==> config.mk <==
export PLATFORM = sky130hd
export DESIGN_NAME = mips_bus_lsu
export DESIGN_NICKNAME = d
export VERILOG_FILES = /design/src/rtl/mips_bus_lsu.sv
export SDC_FILE = /design/constraint.sdc
export NUM_CORES = 1
export LEC_CHECK = 0
export CAP_MARGIN = 10
export CORE_ASPECT_RATIO = 1.2
export CORE_UTILIZATION = 48
export DETAILED_ROUTE_END_ITERATION = 7
export HOLD_SLACK_MARGIN = 0.05
export PLACE_DENSITY_LB_ADDON = 0.08
export REMOVE_ABC_BUFFERS = 1
export SLEW_MARGIN = 25
export SYNTH_ARGS = -nofsm -noshare
export SYNTH_HDL_FRONTEND = slang
export SYNTH_SLANG_ARGS = --single-unit
==> constraint.sdc <==
create_clock -name clk -period 6.8 [get_ports clk]
set_clock_uncertainty 0.05 [all_clocks]
set_input_delay 1.36 -clock clk [delete_from_list [all_inputs] [get_ports clk]]
set_output_delay 1.36 -clock clk [all_outputs]
set_load 0.05 [all_outputs]
==> src/rtl/mips_bus_lsu.sv <==
// mips_bus_lsu: arbitrates a fetch channel and a load/store channel onto one Avalon-MM master
//   in : clk, reset (async, active-high), if_req/if_addr, d_req/d_we/d_size/d_unsigned/d_addr/d_wdata,
//        waitrequest, readdata
//   out: if_ack/if_rdata/if_err, d_ack/d_err/d_rdata, address/writedata/read/write/byteenable, busy
module mips_bus_lsu #(
  parameter int ADDR_WIDTH = 32,
  parameter int TIMEOUT    = 255
) (
  input  logic                  clk,
  input  logic                  reset,
  input  logic                  if_req,
  input  logic [ADDR_WIDTH-1:0] if_addr,
  output logic                  if_ack,
  output logic [31:0]           if_rdata,
  output logic                  if_err,
  input  logic                  d_req,
  input  logic                  d_we,
  input  logic [1:0]            d_size,
  input  logic                  d_unsigned,
  input  logic [ADDR_WIDTH-1:0] d_addr,
  input  logic [31:0]           d_wdata,
  output logic                  d_ack,
  output logic                  d_err,
  output logic [31:0]           d_rdata,
  output logic [31:0]           address,
  output logic [31:0]           writedata,
  output logic                  read,
  output logic                  write,
  output logic [3:0]            byteenable,
  input  logic                  waitrequest,
  input  logic [31:0]           readdata,
  output logic                  busy
);
  typedef enum logic [1:0] {IDLE, ACCESS, RESP} state_t;
  state_t      r_state, w_state;
  logic        r_ch_d, w_ch_d, r_uns, w_uns;
  logic [1:0]  r_size, w_size;
  logic [31:0] r_addr, w_addr, r_stall, w_stall;
  logic        r_read, w_read, r_write, w_write;
  logic [31:0] r_address, w_address, r_wdata, w_wdata_o;
  logic [3:0]  r_be, w_be_o;
  logic        r_if_ack, w_if_ack, r_if_err, w_if_err, r_d_ack, w_d_ack, r_d_err, w_d_err;
  logic [31:0] r_if_rdata, w_if_rdata, r_d_rdata, w_d_rdata;
  logic [31:0] w_a, w_wd, w_lane, w_ld;
  logic [1:0]  w_sz;
  logic [3:0]  w_be;
  logic        w_we, w_mis, w_tmo;
  always_comb begin
    // data channel has priority; fetch is always a full word
    w_a    = d_req ? 32'(d_addr) : 32'(if_addr);
    w_sz   = d_req ? d_size : 2'b10;
    w_we   = d_req & d_we;
    w_mis  = (w_sz == 2'b01) ? w_a[0] : (w_sz[1] ? |w_a[1:0] : 1'b0);
    w_be   = (w_sz == 2'b00) ? 4'b0001 << w_a[1:0] : (w_sz == 2'b01) ? 4'b0011 << w_a[1:0] : 4'b1111;
    w_wd   = (w_sz == 2'b00) ? {4{d_wdata[7:0]}} : (w_sz == 2'b01) ? {2{d_wdata[15:0]}} : d_wdata;
    w_lane = readdata >> {r_addr[1:0], 3'b000};
    w_ld   = (r_size == 2'b00) ? {{24{~r_uns & w_lane[7]}}, w_lane[7:0]} :
             (r_size == 2'b01) ? {{16{~r_uns & w_lane[15]}}, w_lane[15:0]} : readdata;
    w_tmo  = (TIMEOUT != 0) && (r_stall + 32'd1 == 32'(TIMEOUT));
    w_state    = r_state;
    w_ch_d     = r_ch_d;
    w_uns      = r_uns;
    w_size     = r_size;
    w_addr     = r_addr;
    w_stall    = r_stall;
    w_read     = r_read;
    w_write    = r_write;
    w_address  = r_address;
    w_wdata_o  = r_wdata;
    w_be_o     = r_be;
    w_if_ack   = 1'b0;
    w_if_err   = 1'b0;
    w_if_rdata = '0;
    w_d_ack    = 1'b0;
    w_d_err    = 1'b0;
    w_d_rdata  = '0;
    if (r_state == IDLE && (d_req || if_req)) begin
      w_ch_d  = d_req;
      w_uns   = d_req & d_unsigned;
      w_size  = w_sz;
      w_addr  = w_a;
      w_stall = '0;
      if (w_mis) begin
        w_state  = RESP;
        w_d_ack  = d_req;
        w_d_err  = d_req;
        w_if_ack = ~d_req;
        w_if_err = ~d_req;
      end else begin
        w_state   = ACCESS;
        w_read    = ~w_we;
        w_write   = w_we;
        w_address = {w_a[31:2], 2'b00};
        w_wdata_o = w_we ? w_wd : '0;
        w_be_o    = w_be;
      end
    end else if (r_state == ACCESS) begin
      if (!waitrequest || w_tmo) begin
        w_state    = RESP;
        w_read     = 1'b0;
        w_write    = 1'b0;
        w_address  = '0;
        w_wdata_o  = '0;
        w_be_o     = '0;
        w_d_ack    = r_ch_d;
        w_d_err    = r_ch_d & waitrequest;
        w_d_rdata  = (r_ch_d && !waitrequest && r_read) ? w_ld : '0;
        w_if_ack   = ~r_ch_d;
        w_if_err   = ~r_ch_d & waitrequest;
        w_if_rdata = (!r_ch_d && !waitrequest) ? readdata : '0;
      end else begin
        w_stall = r_stall + 32'd1;
      end
    end else if (r_state == RESP) begin
      w_state = IDLE;
    end
  end
  always_ff @(posedge clk or posedge reset) begin
    if (reset) begin
      r_state    <= IDLE;
      r_ch_d     <= 1'b0;
      r_uns      <= 1'b0;
      r_size     <= '0;
      r_addr     <= '0;
      r_stall    <= '0;
      r_read     <= 1'b0;
      r_write    <= 1'b0;
      r_address  <= '0;
      r_wdata    <= '0;
      r_be       <= '0;
      r_if_ack   <= 1'b0;
      r_if_err   <= 1'b0;
      r_if_rdata <= '0;
      r_d_ack    <= 1'b0;
      r_d_err    <= 1'b0;
      r_d_rdata  <= '0;
    end else begin
      r_state    <= w_state;
      r_ch_d     <= w_ch_d;
      r_uns      <= w_uns;
      r_size     <= w_size;
      r_addr     <= w_addr;
      r_stall    <= w_stall;
      r_read     <= w_read;
      r_write    <= w_write;
      r_address  <= w_address;
      r_wdata    <= w_wdata_o;
      r_be       <= w_be_o;
      r_if_ack   <= w_if_ack;
      r_if_err   <= w_if_err;
      r_if_rdata <= w_if_rdata;
      r_d_ack    <= w_d_ack;
      r_d_err    <= w_d_err;
      r_d_rdata  <= w_d_rdata;
    end
  end
  assign if_ack     = r_if_ack;
  assign if_err     = r_if_err;
  assign if_rdata   = r_if_rdata;
  assign d_ack      = r_d_ack;
  assign d_err      = r_d_err;
  assign d_rdata    = r_d_rdata;
  assign address    = r_address;
  assign writedata  = r_wdata;
  assign read       = r_read;
  assign write      = r_write;
  assign byteenable = r_be;
  assign busy       = r_state != IDLE;
endmodule

==> metrics, run 1 <==
result of the run finished, final reports clean; most used flip-flop cell after synthesis dfrtp_1; relative area change from synthesis to final layout 36.6%; Inst Count DP 1372; Post-synth EDFFs 0; capture point of the worst reg-to-reg path r_stall[4]; CTS H-Tree Depth 4; synth unique cells 68; total standard cell area after synthesis 9190 µm²; Most Crowded Layer GR met2; fin. max-slew vios 0; Seq cells post-synth 176; GR met3 Demand/Resource 0.0786; post-CTS setup buffer count 0; timing startpoint of the critical path d_req; class of the most critical hold timing path reg -> reg; final worst path period need 4040 ps; wire length per cell after detailed routing 18.3 µm; RSZ-0062 raised after global routing no; GRT Overall Usage 0.268; clock insertion delay at the later pin of the skew report 430 ps; aggregate routed wire length 25.7 mm; met2 demand-to-capacity share in global routing 0.438; Synth top area share 0.479; Synth area leaders dfrtp_1 48%, mux2i_1 7.7%, a211oi_2 3.9%, nor2_1 2.9%, a21oi_1 2.7%; core footprint 18800 µm²; Crit Reg-Reg Startpoint r_stall[3]; power per cell area 357 nW/µm²; Worst Tran Pin Value 992 ps; asr flop ratio synth 1.00; Worst Path Max Fanout 72; Worst Reg-to-Reg Cells 9; library cell with the largest summed area after synthesis dfrtp_1; Req. time, crit path 7070 ps; final count of hold timing violations 0; number of buffers created by CTS 17; RePlAce Congestion 0.880; Setup WS post-layout 2760 ps; routed vias/inst 5.63; Yosys warning total 0; hold buffer count at cts 0; global route total overflow 0; number of antenna violations at the first check in global routing 0; leakage power figure 5.56 nW; nets@finish 1278; CTS sink count 176; setup slack of the most critical reg-to-reg path 2870 ps; part of the Yosys area used for sequential elements 0.479; Avg Inst Size Synth 10.2 µm²; maximum clock rate 247 MHz; capture point of the worst path writedata[4]; maximum number of pins on one net before global-route repair 92; startpoint type of the worst setup path input pin; share of layout cells above drive strength 1 0.0959; number of search-and-repair iterations in the first detailed-routing pass 5; effective utilization at floorplan 0.489; max-capacitance violation count 0; worst hold stages 1; Worst Path Class, Setup in -> reg; TritonCTS clock tree yes; clock root buffer clkbuf_16; vias in the first global route 7724; I/O pin count 276; max-slew headroom at the worst pin 0.338; clock input transition at the sequential cells of the worst setup and hold paths 70 ps; sort of element at the end of the critical path register; Detailed Route Iter0 Violations 610; remaining routing DRC violations 0; via count of the routed design 7905; M1 GR Usage 0.332; area of the die 19700 µm²; share of the clock period used by the worst path after layout 0.595; final antenna-violating net count 0; overall die height 154 µm; number of buffer cells added on primary ports 273; wire length of the first global-routing pass 40.9 mm; non-filler instance count after layout 1403; post-CTS sizing 0; final hold slack 430 ps; detailed-placement wirelength estimate 18.2 mm; final number of setup-violating endpoints 0; worst IR drop on VDD 0.222 mV; number of instances in the synthesized netlist 903; std cell rows 55; core occupancy in the finished layout 0.668; Die Wd 128 µm; post-placement worst setup slack 2310 ps; maximum clock insertion buffer count 2; TNS Setup 0 ps; count of inserted antenna diode cells 0; critical path arrival 4310 ps
metal layers:
metal,vias to the layer above,part of all wire
li1,3726,-
met1,3798,0.40
met2,337,0.48
met3,44,0.084
met4,0,0.027
met5,-,0
state kept, by name, summed over array words and instances, names as in the netlist, 2 cells and up:
signal      count
r_size          2
byteenable      4
r_stall        32
if_rdata       32
r_state         2
writedata      32
address        30
r_addr          2
d_rdata        32
power breakdown:
part | switching (mW) | internal (mW) | leakage (nW)
logic | 1.33 | 0.691 | 2.91
clock network | 0.417 | 0.561 | 0.287
registers | 0.216 | 1.27 | 2.36
through the flow:
stage	area [µm²]	power (mW)
final	12600	4.49
after global placement	12000	3.50
after detailed placement	12000	3.52
after global routing	12600	4.69
after CTS	12600	4.51
after floorplan	8800	2.75
cell type report:
| type | instances | area [µm²] |
|---|---|---|
| fillers | 1502 | 6230 |
| flip-flops and latches | 176 | 4400 |
| multi-input cells | 625 | 4300 |
| repair buffers | 287 | 2830 |
| clock buffers | 19 | 453 |
| well taps | 256 | 320 |
| clock inverters | 12 | 133 |
| inverters | 28 | 110 |
how the worst min path moves through the flow:
stage           from     to  slack (ps)
2_1_floorplan  r_uns  r_uns         430
3_3_place_gp   write  write         410
3_5_place_dp   write  write         420
4_1_cts        write  write         440
5_1_grt        write  write         450
6_report       write  write         430
critical path: stages:
cell	delay, ps
buf_2	200
buf_4	470
nor2b_1	380
nor2_1	80
a31oi_1	290
nor2b_4	220
buf_4	660
a21oi_2	40
buf_4	290
a22o_1	280
synth_stat cells (all sizes together), types with 27 or more instances:
| library cell | number |
|---|---|
| inv | 28 |
| nor4 | 28 |
| o21ai | 47 |
| buf | 27 |
| clkbuf | 47 |
| a21oi | 50 |
| nand2 | 64 |
| nand3 | 29 |
| mux2i | 71 |
| dfrtp | 176 |
| nor2 | 72 |
| a211oi | 34 |
cell usage in the layout, fill, tap and decap left out, types with 22 or more instances in the layout:
cell type / synthesis / final
a211oi_2: 29 / 29
a21oi_1: 49 / 48
and2_1: 23 / 22
clkdlybuf4s50_1: 0 / 272
dfrtp_1: 176 / 176
inv_1: 28 / 27
mux2i_1: 71 / 71
nand2_1: 64 / 64
nand3_1: 27 / 27
nor2_1: 70 / 70
nor3_1: 22 / 22
nor4_1: 26 / 26
o21ai_0: 45 / 45
cells by family after synthesis:
group / count (synthesis) / synth area share
simple gates: 314 / 0.186
compound gates: 219 / 0.182
flops: 176 / 0.479
buf+inv: 103 / 0.0547
mux: 71 / 0.0773
xor+xnor: 13 / 0.0124
fa+ha+maj: 6 / 0.00817
other cells: 1 / 0.000408
Power figures use the tool's default switching activity.
==> run 2: changes to the inputs <==
- clock period: 6.8 -> 3.75 ns (I/O delays scaled with it)
==> metrics, run 2 (same netlist as run 1, synthesis figures left out) <==
post-layout total power 8.17 mW; core occupancy in the finished layout 0.677; GRT Overall Usage 0.271; maximum clock insertion buffer count 2; area used by multi-input combinational logic 4310 µm²; final number of setup-violating endpoints 0; hold buffer count at cts 0; share of the clock period used by the worst path after layout 0.929; CTS sink count 176; final count of hold timing violations 0; Worst Tran Pin Value 995 ps; power per cell area 643 nW/µm²; remaining routing DRC violations 0; clock root buffer clkbuf_16; Detailed Route Iter0 Violations 528; leakage power figure 5.65 nW; clock input transition at the sequential cells of the worst setup and hold paths 70 ps; Most Crowded Layer GR met2; worst hold path startpoint writedata[11]; met2 demand-to-capacity share in global routing 0.451; number of antenna violations at the first check in global routing 0; result of the run finished, final reports clean; Worst Path Class, Setup reg -> reg; post-CTS sizing 0; worst hold stages 1; area of the die 19700 µm²; number of buffer cells added on primary ports 273; aggregate routed wire length 26.1 mm; relative area change from synthesis to final layout 38.4%; max-capacitance violation count 0; RePlAce Congestion 0.932; startpoint type of the worst setup path register; overall die height 154 µm; class of the most critical hold timing path reg -> reg; sequential standard cell area 4400 µm²; final worst path period need 3480 ps; detailed-placement wirelength estimate 18.5 mm; via count of the routed design 7963; std cell rows 55; core footprint 18800 µm²; Crit Reg-Reg Startpoint r_stall[1]; CTS H-Tree Depth 4; RSZ-0062 raised after global routing no; sink of the worst hold path writedata[11]; sort of element at the end of the critical path register; clock insertion delay at the later pin of the skew report 430 ps; effective utilization at floorplan 0.489; number of search-and-repair iterations in the first detailed-routing pass 5; most common cell after layout, fill and taps aside clkdlybuf4s50_1; capture point of the worst reg-to-reg path byteenable[2]; GR met3 Demand/Resource 0.0811; wire length of the first global-routing pass 41.5 mm; post-CTS setup buffer count 0; worst IR drop on VDD 0.463 mV; Worst Path Max Fanout 36; wire length per cell after detailed routing 18.4 µm; count of inserted antenna diode cells 0; I/O pin count 276; share of layout cells above drive strength 1 0.107; maximum clock rate 287 MHz; maximum number of pins on one net before global-route repair 70; post-placement worst setup slack 286 ps; Setup WS post-layout 268 ps; vias in the first global route 7777; setup slack of the most critical reg-to-reg path 270 ps; final antenna-violating net count 0; critical path arrival 3710 ps; number of filler instances in the final layout 1493; global route total overflow 0; routed vias/inst 5.61; max-slew headroom at the worst pin 0.337; Die Wd 128 µm; Req. time, crit path 3980 ps; fin. max-slew vios 0; Worst Reg-to-Reg Cells 10; nets@finish 1293; leading cell types in the layout, fill and taps excluded 272 x clkdlybuf4s50_1, 176 x dfrtp_1, 71 x mux2i_1, 70 x nor2_1, 64 x nand2_1; TritonCTS clock tree yes; M1 GR Usage 0.337; number of buffers created by CTS 17
[run 2: cell types whose count changed in the layout (fill, tap and decap cells not counted), moves of 3 or more]
cell      change
buf_12        +4
inv_6         +3
buf_4        +11
clkinv_2      -3
[run 2: power by group]
part           internal [mW]  switching, mW
clock                  0.960          0.815
combinational           1.31           2.41
sequential              2.30          0.384
total                   4.57           3.61
[run 2: final cells by class]
cell class | count | share of cell area
clock inverters | 13 | 0.0112
multi-input cells | 625 | 0.338
flip-flops and latches | 176 | 0.346
clock buffers | 19 | 0.0348
repair buffers | 302 | 0.235
inverters | 28 | 0.00866
well taps | 256 | 0.0252
[run 2: through the flow]
step | area, µm² | hold slack [ps] | cells | setup TNS [ps]
after floorplan | 8800 | 432 | 829 | -482290
after global placement | 12100 | 412 | 1387 | 0
after detailed placement | 12100 | 425 | 1387 | 0
after CTS | 12700 | 448 | 1419 | 0
after global routing | 12700 | 455 | 1419 | 0
final | 12700 | 443 | 1419 | 0
[run 2: layer usage]
layer	wire length (µm)	part of all wire	up-vias
met2	12800	0.49	326
met5	0	0	-
met3	2140	0.082	36
met1	10600	0.41	3837
li1	-	-	3764
met4	569	0.022	0
[run 2: how the worst max path moves through the flow]
| stage | cells past startpoint | endpoint | slack, ps | from |
|---|---|---|---|---|
| after detailed placement | 10 | byteenable[3] | 290 | r_stall[1] |
| after global routing | 10 | byteenable[2] | 60 | r_stall[1] |
| final | 10 | byteenable[2] | 270 | r_stall[1] |
| after global placement | 10 | byteenable[3] | 360 | r_stall[1] |
| after CTS | 10 | byteenable[2] | 260 | r_stall[1] |
| after floorplan | 7 | writedata[0] | -3240 | d_req |
[run 2: critical path, stage by stage, from the launching register on]
cell and delay [ps]:
dfrtp_1 470, ha_1 290, nand4_4 180, nor3_4 330, a21boi_2 100, or2_1 250, or4b_4 540, or4_4 570
a21oi_4 190, buf_12 270, a311oi_1 80
==> run 3: changes to the inputs <==
- RECOVER_POWER: not set -> 50
==> metrics, run 3 (same netlist as run 1, synthesis figures left out) <==
vias in the first global route 7777; slowest library cell on the worst path or4_4; detailed-placement wirelength estimate 18.5 mm; largest stage delay on the critical path 570 ps; remaining routing DRC violations 0; Worst Tran Pin Value 2270 ps; TNS Setup 0 ps; maximum number of pins on one net before global-route repair 70; post-placement worst setup slack 286 ps; RSZ-0062 raised after global routing no; maximum clock insertion buffer count 2; Most Crowded Layer GR met2; number of search-and-repair iterations in the first detailed-routing pass 5; number of filler instances in the final layout 1498; share of layout cells above drive strength 1 0.105; logic depth of the worst path, buffers included 10; maximum clock rate 286 MHz; max-slew headroom at the worst pin -0.511; core footprint 18800 µm²; area used by multi-input combinational logic 4310 µm²; Setup WS post-layout 257 ps; post-CTS sizing 0; leading cell types in the layout, fill and taps excluded 248 x clkdlybuf4s50_1, 176 x dfrtp_1, 71 x mux2i_1, 70 x nor2_1, 64 x nand2_1; hold buffer count at cts 0; leakage power figure 5.71 nW; wire length per cell after detailed routing 18.4 µm; final hold slack 442 ps; number of buffers created by CTS 17; Die Wd 128 µm; sequential standard cell area 4400 µm²; final count of hold timing violations 0; M1 GR Usage 0.337; Worst Path Max Fanout 36; overall die height 154 µm; timing startpoint of the critical path r_stall[1]; relative area change from synthesis to final layout 38.2%; worst IR drop on VDD 0.463 mV; Worst Reg-to-Reg Cells 10; CTS sink count 176; Inst Count DP 1387; startpoint type of the worst setup path register; cell type group with the largest total delay on the critical path simple AND/OR/NAND/NOR gates; clock insertion delay at the later pin of the skew report 430 ps; CTS H-Tree Depth 4; Req. time, crit path 3980 ps; share of the clock period used by the worst path after layout 0.932; effective utilization at floorplan 0.489; class of the most critical hold timing path reg -> reg; clock input transition at the sequential cells of the worst setup and hold paths 70 ps; Critical Path, Cell by Cell ha_1 > nand4_4 > nor4_1 > xnor2_1 > nand2_1 > or4b_4 > or4_4 > a21oi_4 > buf_12 > a311oi_1; TritonCTS clock tree yes; area of the die 19700 µm²; CP bufs+invs 1; final number of setup-violating endpoints 0; wire length of the first global-routing pass 41.5 mm; capture point of the worst reg-to-reg path byteenable[2]; clock root buffer clkbuf_16; non-filler instance count after layout 1419; instance area after placement 12100 µm²; setup slack of the most critical reg-to-reg path 260 ps; via count of the routed design 7977; GR met3 Demand/Resource 0.0811; critical path arrival 3720 ps; global route total overflow 0; std cell rows 55; final worst path period need 3490 ps; number of antenna violations at the first check in global routing 0; most common cell after layout, fill and taps aside clkdlybuf4s50_1; Worst Path Class, Setup reg -> reg; count of inserted antenna diode cells 0; number of buffer cells added on primary ports 273; fin. max-slew vios 56; met2 demand-to-capacity share in global routing 0.451; Crit Reg-Reg Startpoint r_stall[1]; GRT Overall Usage 0.271; Detailed Route Iter0 Violations 537; Final Instance Area 12700 µm²; final antenna-violating net count 0; nets@finish 1293; violated checks capacitance limit, slew limit; aggregate routed wire length 26.0 mm; post-CTS setup buffer count 0; result of the run finished, violations left; RePlAce Congestion 0.932; I/O pin count 276; routed vias/inst 5.62; sort of element at the end of the critical path register; capture point of the worst path byteenable[2]; max-capacitance violation count 1; power per cell area 643 nW/µm²
-- run 3: worst min path at each step --
stage                        from             to  slack, ps  cells past startpoint
floorplan                   r_uns          r_uns        430                      1
global placement            write          write        410                      1
detailed placement  writedata[10]  writedata[10]        430                      1
CTS                 writedata[16]  writedata[16]        450                      1
global route                write          write        460                      1
finish              writedata[11]  writedata[11]        440                      1
-- run 3: through the flow --
| step | total power [mW] | util |
|---|---|---|
| after floorplan | 4.98 | - |
| after global placement | 6.40 | 0.646 |
| after detailed placement | 6.42 | 0.646 |
| after CTS | 8.23 | 0.677 |
| after global routing | 8.56 | 0.676 |
| final | 8.17 | 0.676 |
-- run 3: cell type report --
type | count | area share
multi-input combinational | 625 | 0.339
timing repair buffer | 302 | 0.235
clock buffer | 19 | 0.0349
tap | 256 | 0.0252
sequential | 176 | 0.347
clock inverter | 13 | 0.0112
inverter | 28 | 0.00827
-- run 3: report_power, final --
group | internal (mW) | total [mW] | switching, mW
Combinational | 1.30 | 3.71 | 2.41
Sequential | 2.30 | 2.69 | 0.387
Clock | 0.960 | 1.78 | 0.817
Total | 4.56 | 8.17 | 3.61
-- run 3: routing by layer --
layer,share of wire,vias up
met5,0,-
met4,0.023,0
met3,0.080,39
met2,0.49,324
met1,0.41,3847
li1,-,3767
==> edit: new RTL, settings of run 3 <==
Change the parameter `ADDR_WIDTH` from 32 to 24.
--- a/src/rtl/mips_bus_lsu.sv
+++ b/src/rtl/mips_bus_lsu.sv
@@ -3,7 +3,7 @@
 //        waitrequest, readdata
 //   out: if_ack/if_rdata/if_err, d_ack/d_err/d_rdata, address/writedata/read/write/byteenable, busy
 module mips_bus_lsu #(
-  parameter int ADDR_WIDTH = 32,
+  parameter int ADDR_WIDTH = 24,
   parameter int TIMEOUT    = 255
 ) (
   input  logic                  clk,
Interface: changed (resized d_addr and if_addr); port bits go from 276 to 260. The function was not compared with the original's and may differ.
==> edit against run 3 <==
The flow still finishes with violations (capacitance limit, slew limit). Global-route usage is 0.25 points lower. Combinational power is 13% lower. Area after synthesis is 8.0% lower. Die area is 7.9% lower. Critical path depth is 1 lower. Routed wire length is 9.6% lower. Power is 8.4% lower. Synthesized cell count is 4.9% lower. Sequential power is 7.4% lower. Fmax is 0.55% higher. Design area is 7.9% lower. Worst setup slack better by 0.019 ns. Sequential cell count is 8 lower. Critical path type unchanged. Critical endpoint is now r_stall[17]$_DFFE_PP0P_. Largest power group unchanged.
==> edit: results (changes against run 3) <==
| Metric | Value |
|---|---|
| Clock slew at the register clock pins of the worst setup and hold paths | `0.07 ns (about the same)` |
| Via density | `5.65 (+0.55%)` |
| Clock latency on the worst-skew pair | `0.42 ns` |
| Dominant cells by area after synthesis | `dfrtp_1, mux2i_1, nor2_1, a211oi_1, a21oi_1` |
| CTS H-tree depth | `4 (unchanged)` |
| Max_cap viols | `1 (unchanged)` |
| Hold WC Path Type | `reg2reg` |
| Kind of cell adding the most delay to the critical path | `simple AND/OR/NAND/NOR gates` |
| Crit Path Max Fanout | `9 (-75%)` |
| Initial antenna violation count | `1 (+1)` |
| First-pass GRT wire length | `38.0 mm (-8.3%)` |
| GP Congestion | `0.900 (-3.4%)` |
| Slew margin rel. | `-0.548 (-0.0367)` |
| Detail Placement HPWL | `16.8 mm (-9.5%)` |
| R2r worst-path depth | `9 (-1)` |
| Postcts setup bufs | `0 (unchanged)` |
| Synth unique cells | `58 (-15%)` |
| Overall global routing resource usage | `0.269 (-0.00246)` |
| Share of cells above drive strength 1 | `0.0647 (-0.0402)` |
| Total grt overflow | `0 (unchanged)` |
| Nets | `1211 (-6.3%)` |
| Fill count | `1378 (-8.0%)` |
| Port Buffers | `249 (-8.8%)` |
| Failing checks | `capacitance limit, slew limit` |
| Status | `finished, violations left` |
| Async set-reset flop share out of synthesis | `1.00 (unchanged)` |
| Clk buf depth | `2 (unchanged)` |
| Critical Path AT | `3.76 ns (+0.04 ns)` |
| Setup WS pre-CTS | `0.261 ns (-0.0251 ns)` |
| Slowest CP cell | `or4_1` |
| Post-CTS Resized | `0 (unchanged)` |
| CTS Root Cell | `clkbuf_16` |
| Worst Hold Depth | `1 (unchanged)` |
| Leak | `5.20 nW (-8.9%)` |
| Largest net degree at the start of global routing | `54 (-23%)` |
| CTS Hold Bufs | `0 (unchanged)` |
| Vias in the first global route | `7325 (-5.8%)` |
| Seq/Total Area, Yosys | `0.497 (+0.0181)` |
| Max IR drop VDD | `424 µV (-8.4%)` |
| Crit path largest cell delay | `0.59 ns (+0.02 ns)` |
| Slew Viols, Final | `54 (-3.6%)` |
| Commonest cells post-synth | `dfrtp_1, nor2_1, mux2i_1, clkbuf_1, a21oi_1` |
| Total Wirelength | `23.5 mm (-9.6%)` |
| DRT iter0 DRCs | `539 (+0.37%)` |
==> edit: changes by cell type after synthesis, moves of 9 or more <==
cell             run 3  this run
nand2_1             64        43
a211oi_2            29         0
a211oi_1             5        31
inv_1               28        38
o21ai_0             45        33
clkbuf_1            43        52
mux2i_1             71        55
==> edit: power breakdown <==
| group | switching [mW] | leakage, nW | internal, mW |
|---|---|---|---|
| combinational | 2.12 | 2.64 | 1.10 |
| clock | 0.737 | 0.292 | 1.05 |
| sequential | 0.324 | 2.26 | 2.16 |
| total | 3.18 | 5.20 | 4.31 |
==> edit: metal layers <==
layer | up-vias | global-route usage | part of all wire
li1 | 3545 | - | -
met1 | 3560 | 0.342 | 0.41
met2 | 291 | 0.438 | 0.49
met3 | 37 | 0.0779 | 0.079
met4 | 0 | 0.0849 | 0.021
met5 | - | 0 | 0
==> edit: per-stage QoR <==
stage                     instances  setup TNS (ns)  area [µm²]  total power, mW
after CTS                      1313               0       11700             7.55
final                          1315               0       11700             7.49
after floorplan                 782         -272.02        8070             4.46
after detailed placement       1281               0       11100             5.75
after global routing           1313               0       11700             7.85
after global placement         1281               0       11100             5.73
==> edit: cells by family (layout without fill, tap and decap cells) <==
| kind of cell | after synthesis | after routing | synth area share |
|---|---|---|---|
| other | 1 | 12 | 0.000443 |
| and+or+nand+nor | 270 | 270 | 0.165 |
| muxes | 55 | 55 | 0.0651 |
| buffers and inverters | 124 | 353 | 0.0661 |
| adders and majority gates | 6 | 6 | 0.00888 |
| AOI/OAI and AO/OA | 218 | 218 | 0.180 |
| xor gates and xnor gates | 17 | 17 | 0.0176 |
| DFF | 168 | 168 | 0.497 |
==> edit: cell type report <==
cell class                      count  area, µm²  area share
Clock inverter                     11        133      0.0113
Timing Repair Buffer              283       2740       0.234
Inverter                           38        144      0.0123
Clock buffer                       21        470      0.0402
Tap cell                          216        270      0.0231
Antenna cell                        2       5.00    0.000428
Sequential cell                   168       4200       0.359
Multi-Input combinational cell    576       3740       0.320
==> edit: worst paths after layout <==
kind | startpoint | to | slack (ns)
hold reg to reg | writedata[17]$_DFFE_PP0P_ | writedata[17]$_DFFE_PP0P_ | 0.44
setup / recovery | r_stall[9]$_DFFE_PP0P_ | r_stall[17]$_DFFE_PP0P_ | 0.28
max in group asynchronous | reset | d_rdata[1]$_DFF_PP0_ | 0.64
setup reg to reg | r_stall[9]$_DFFE_PP0P_ | r_stall[17]$_DFFE_PP0P_ | 0.28
min in group asynchronous | reset | write$_DFFE_PP0P_ | 1.35
hold / removal | writedata[17]$_DFFE_PP0P_ | writedata[17]$_DFFE_PP0P_ | 0.44
